$ cat src/rtl/phase_round_ctrl_pkg.sv
// Shared types and phase-bus constants for the six-phase round controller.
package phase_round_ctrl_pkg;

    localparam int PHASE_W = 6;

    localparam logic [PHASE_W-1:0] PHASE0 = 6'b100000;
    localparam logic [PHASE_W-1:0] PHASE5 = 6'b000001;

    typedef enum logic [1:0] {
        IDLE = 2'd0,
        RUN  = 2'd1,
        DONE = 2'd2
    } state_t;

endpackage

$ cat src/rtl/phase_onehot_chk.sv
// Combinational phase-bus integrity check: one-hot validity and phase-0 compare.
// Only compiled and used when PHASE_CHECK_EN is defined.
`ifdef PHASE_CHECK_EN
module phase_onehot_chk
    import phase_round_ctrl_pkg::*;
(
    input  logic [PHASE_W-1:0] phase,
    output logic               onehot_ok,
    output logic               at_phase0
);

    assign onehot_ok = ($countones(phase) == 1);
    assign at_phase0 = (phase == PHASE0);

endmodule
`endif

$ cat src/rtl/phase_round_ctrl.sv
// Runs a requested number of six-phase rounds on the timing generator, then pulses done.
// Optional phase-integrity checking is enabled with the PHASE_CHECK_EN macro.
//
//   state | meaning
//   IDLE  | generator parked at phase 0, waiting for start
//   RUN   | generator counting (unless hold), rounds counted at phase-5 wrap
//   DONE  | one-cycle done pulse, then back to IDLE
module phase_round_ctrl
    import phase_round_ctrl_pkg::*;
#(
    parameter int RW = 4
) (
    input  logic               clk,
    input  logic               rstb,
    input  logic               start,
    input  logic [RW-1:0]      rounds,
    input  logic               hold,
    input  logic [PHASE_W-1:0] phase_in,
    output logic               cnt_en,
    output logic               busy,
    output logic               done,
    output logic [RW-1:0]      round_cnt,
    output logic               phase_err
);

    state_t        state;
    logic [RW-1:0] remaining;
    logic          start_ok;
    logic          round_end;

    assign cnt_en    = (state == RUN) && !hold;
    assign busy      = (state != IDLE);
    // The generator wraps to phase 0 on the same edge that completes a round.
    assign round_end = cnt_en && (phase_in == PHASE5);

`ifdef PHASE_CHECK_EN
    logic onehot_ok;
    logic at_phase0;
    logic err_set;

    phase_onehot_chk u_chk (
        .phase     (phase_in),
        .onehot_ok (onehot_ok),
        .at_phase0 (at_phase0)
    );

    assign start_ok = at_phase0;
    assign err_set  = !onehot_ok || ((state == IDLE) && start && !at_phase0);

    always_ff @(posedge clk or negedge rstb) begin
        if (!rstb) begin
            phase_err <= 1'b0;
        end else if (err_set) begin
            phase_err <= 1'b1;
        end
    end
`else
    assign start_ok  = 1'b1;
    assign phase_err = 1'b0;
`endif

    always_ff @(posedge clk or negedge rstb) begin
        if (!rstb) begin
            state     <= IDLE;
            remaining <= '0;
            round_cnt <= '0;
            done      <= 1'b0;
        end else begin
            done <= 1'b0;
            case (state)
                IDLE: begin
                    if (start && start_ok) begin
                        round_cnt <= '0;
                        if (rounds == '0) begin
                            state <= DONE;
                            done  <= 1'b1;
                        end else begin
                            remaining <= rounds;
                            state     <= RUN;
                        end
                    end
                end
                RUN: begin
                    if (round_end) begin
                        round_cnt <= round_cnt + 1'b1;
                        remaining <= remaining - 1'b1;
                        if (remaining == RW'(1)) begin
                            state <= DONE;
                            done  <= 1'b1;
                        end
                    end
                end
                DONE: begin
                    state <= IDLE;
                end
                default: begin
                    state <= IDLE;
                end
            endcase
        end
    end

endmodule

$ cat config.mk
export PLATFORM = sky130hd
export DESIGN_NAME = phase_round_ctrl
export DESIGN_NICKNAME = d
export VERILOG_FILES = /design/src/rtl/phase_round_ctrl_pkg.sv /design/src/rtl/phase_onehot_chk.sv /design/src/rtl/phase_round_ctrl.sv
export SDC_FILE = /design/constraint.sdc
export NUM_CORES = 1
export LEC_CHECK = 0
export CORE_MARGIN = 8
export CORE_UTILIZATION = 44
export DETAILED_ROUTE_END_ITERATION = 8
export PLACE_DENSITY = 0.75
export SLEW_MARGIN = 10
export SYNTH_ARGS = -nofsm -noshare
export SYNTH_HDL_FRONTEND = slang
export SYNTH_SLANG_ARGS = --single-unit
$ cat constraint.sdc
create_clock -name clk -period 1.55 [get_ports clk]
set_input_delay 0.155 -clock clk [delete_from_list [all_inputs] [get_ports clk]]
set_output_delay 0.155 -clock clk [all_outputs]
set_load 0.01 [all_outputs]
==> flow_summary_export.csv <==
group,metric,value,unit
flow_run,max_cap_violations,0,
detailed_routing,drt-total-wl,1990,um
detailed_routing,firstDrtPassIters,5,
clock_network,cts_setup_buffers,0,
sta,hold_violations,0,
die,die_y,57.2,um
final_layout,layout_commonest_cell,"clkdlybuf4s50_1",
global_routing,grt.met1_usage,14.5,%
global_routing,grt_pass1_wl,3580,um
clock_network,cts_buffers,3,
synth,synthTopCellsByArea,"dfrtp_1 37%, o31ai_1 6.0%, ha_1 5.0%",
placement,hpwl,1600,um
placement,port-buffer-count,20,
worst_setup_path,cp_slowest_cell,"dfrtp_1",
clock_network,ctsHoldBuffers,0,
placement,place_congestion,0.892,
sta,fin_tns_setup,0,ns
sta,fin_crit,1.48,ns
synth,synth_top_area_cell,"dfrtp_1",
sta,rsz0062_at_grt,"no",
power_and_ir_drop,p_leak,0.488,nW
final_layout,area_delta_synth_final,48.8,%
detailed_routing,vias_per_cell,5.75,
synth,synth_seq_area_share,36.8,%
global_routing,grt_pass1_vias,810,
global_routing,grt_max_degree,12,
sta,slew_headroom,65.9,%
die,fp.coreArea,0.00167,mm^2
worst_setup_path,slowest_delay,0.37,ns
global_routing,antenna_found_initial,0,
worst_setup_path,crit_fanout,8,
detailed_routing,drt_iter0_markers,17,
detailed_routing,wl_per_cell,15.3,um
detailed_routing,route.vias.total,748,
synth,synth_nets,93,
die,dieArea,0.00328,mm^2
worst_setup_path,crit_required,1.39,ns
clock_network,tritoncts,"yes",
clock_network,clk_pin_slew,0.08,ns
worst_setup_path,cp_cell_sequence,"buf_4, or2_2, clkdlybuf4s15_1",
synth,synth_seq_cells,11,
worst_setup_path,worst_setup_path_start_kind,"flop",
final_layout,n_antenna_cell,0,
worst_setup_path,arrival,1.33,ns
clock_network,cts.sink_count,11,
sta,clock.fmax,675,MHz
final_layout,layout_common_cells,"18 x clkdlybuf4s50_1, 16 x buf_4, 11 x dfrtp_1",
sta,drv_slew,0,
power_and_ir_drop,p_per_area,955,mW/mm^2
power_and_ir_drop,peakVddDrop,0.692,mV
sta,clock_skew,0.00910,ns
clock_network,h-tree-depth,1,
final_layout,final_core_util,66.7,%
clock_network,cts-root-buf,"clkbuf_4",
final_layout,final_nets,131,
synth,synth_area,748,um^2
sta,hold_slack,0.216,ns
clock_network,worst_skew_pair.late_latency,0.27,ns
synth,synth_area_per_cell,9.84,um^2
outcome,status,"finished clean",
die,ios,22,
final_layout,post_route_cells_drive_above_1_share,27.4,%
global_routing,globalRouteTotalUtil,14.1,%
synth,synth_top_area_share,36.8,%
sta,fin_crit_sh,95.6,%
power_and_ir_drop,p_total,1.06,mW
global_routing,met2_usage,23.5,%
synth,syn-instance-count,76,
worst_setup_path,cp-end-kind,"output port",
detailed_routing,drc,0,
die,die_w,57.2,um
global_routing,gr-total-overflow,0,
sta,setup_viol,0,
synth,ys.flop_type,"dfrtp_1",
global_routing,top_usage_layer,"met2",
global_routing,grt_use_met3,6.28,%
synth,synth_edf_count,0,
synth,async_flop_share,100,%
hold_path,min-delay-path-class,"primary input to async pin",
synth,ys_types,38,
synth,yosysWarningCount,0,
die,start_util,44.8,%
clock_network,cts_buffer_depth,2,
detailed_routing,drtAntennaViolNets,0,
worst_setup_path,crit_type,"flop to output port",
die,rows,15,
sta,worstMarginPinSlew,0.509,ns
## per-stage QoR
step | instance area, um^2 | setup WS (ns) | cells
after CTS | 1100 | 0.00195 | 130
after floorplan | 748 | 0.218 | 76
after detailed placement | 1070 | -0.199 | 126
final | 1110 | 0.0684 | 130
after global routing | 1110 | 0.0112 | 130
after global placement | 1070 | -0.172 | 126
## layout make-up
| type | count | area, um^2 |
|---|---|---|
| Inverter | 4 | 15.0 |
| Sequential cell | 11 | 275 |
| Fill cell | 147 | 557 |
| Clock buffer | 4 | 26.3 |
| Timing Repair Buffer | 36 | 319 |
| Tap cell | 17 | 21.3 |
| Multi-Input combinational cell | 58 | 457 |
## path summary, 6_finish.rpt
kind                       slack (ns)                       end  cells after the start                     start
min in group clk                 0.48  round_cnt[3]$_DFFE_PN0P_                      1  round_cnt[3]$_DFFE_PN0P_
max in group asynchronous        0.98            done$_DFF_PN0_                      1                      rstb
max                              0.07                      busy                      3      state[0]$_DFFE_PN0P_
min reg2reg                      0.48  round_cnt[3]$_DFFE_PN0P_                      1  round_cnt[3]$_DFFE_PN0P_
min                              0.22  round_cnt[3]$_DFFE_PN0P_                      1                      rstb
max reg2reg                      0.07  remaining[2]$_DFFE_PN0P_                      5      state[0]$_DFFE_PN0P_
## state kept, by name (all words and copies together) (netlist names)
register and count:
done 1, remaining 4, round_cnt 4, state 2
## routing by layer
layer | share of wire, % | wire [um] | vias up
met3 | 6.5 | 129 | 8
met5 | 0 | 0 | -
li1 | - | - | 360
met2 | 52 | 1040 | 25
met4 | 2.6 | 52 | 0
met1 | 39 | 771 | 355
## critical path: cells and delay by family (launching register included)
kind	cells	cell delay (ns)
buffers and inverters	2	0.39
DFF	1	0.37
and+or+nand+nor	1	0.29
## logic make-up after synthesis
kind of cell	synth area share, %
AND/OR/NAND/NOR	26.9
adder cells (fa/ha/maj)	5.02
flip-flops	36.8
AO/OA/AOI/OAI	24.1
other	0.501
buffers and inverters	4.01
multiplexers	2.68
## synthesized netlist by cell type, types with 2 or more instances
| cell type | n |
|---|---|
| nor2_1 | 5 |
| and3_1 | 2 |
| a21oi_1 | 4 |
| o2bb2ai_1 | 2 |
| nand2_1 | 3 |
| ha_1 | 3 |
| nand2b_1 | 3 |
| nand3b_1 | 2 |
| o31ai_1 | 6 |
| dfrtp_1 | 11 |
| a22o_1 | 2 |
| inv_1 | 4 |
| mux2i_1 | 2 |
| a31oi_1 | 2 |
| clkbuf_1 | 2 |
## what timing repair did
| item | in CTS | in global routing |
|---|---|---|
| resized for setup | 3 | 3 |
| setup endpoints to repair | 3 | 2 |
| hold endpoints to repair | 0 | 0 |
| pin swaps | 0 | 1 |
## power by group
group / leakage [nW] / switching (mW) / internal (mW)
sequential: 0.124 / 0.0493 / 0.342
combinational: 0.349 / 0.224 / 0.251
clock: 0.0150 / 0.0977 / 0.0997
total: 0.488 / 0.371 / 0.692
Power figures use the tool's default switching activity.
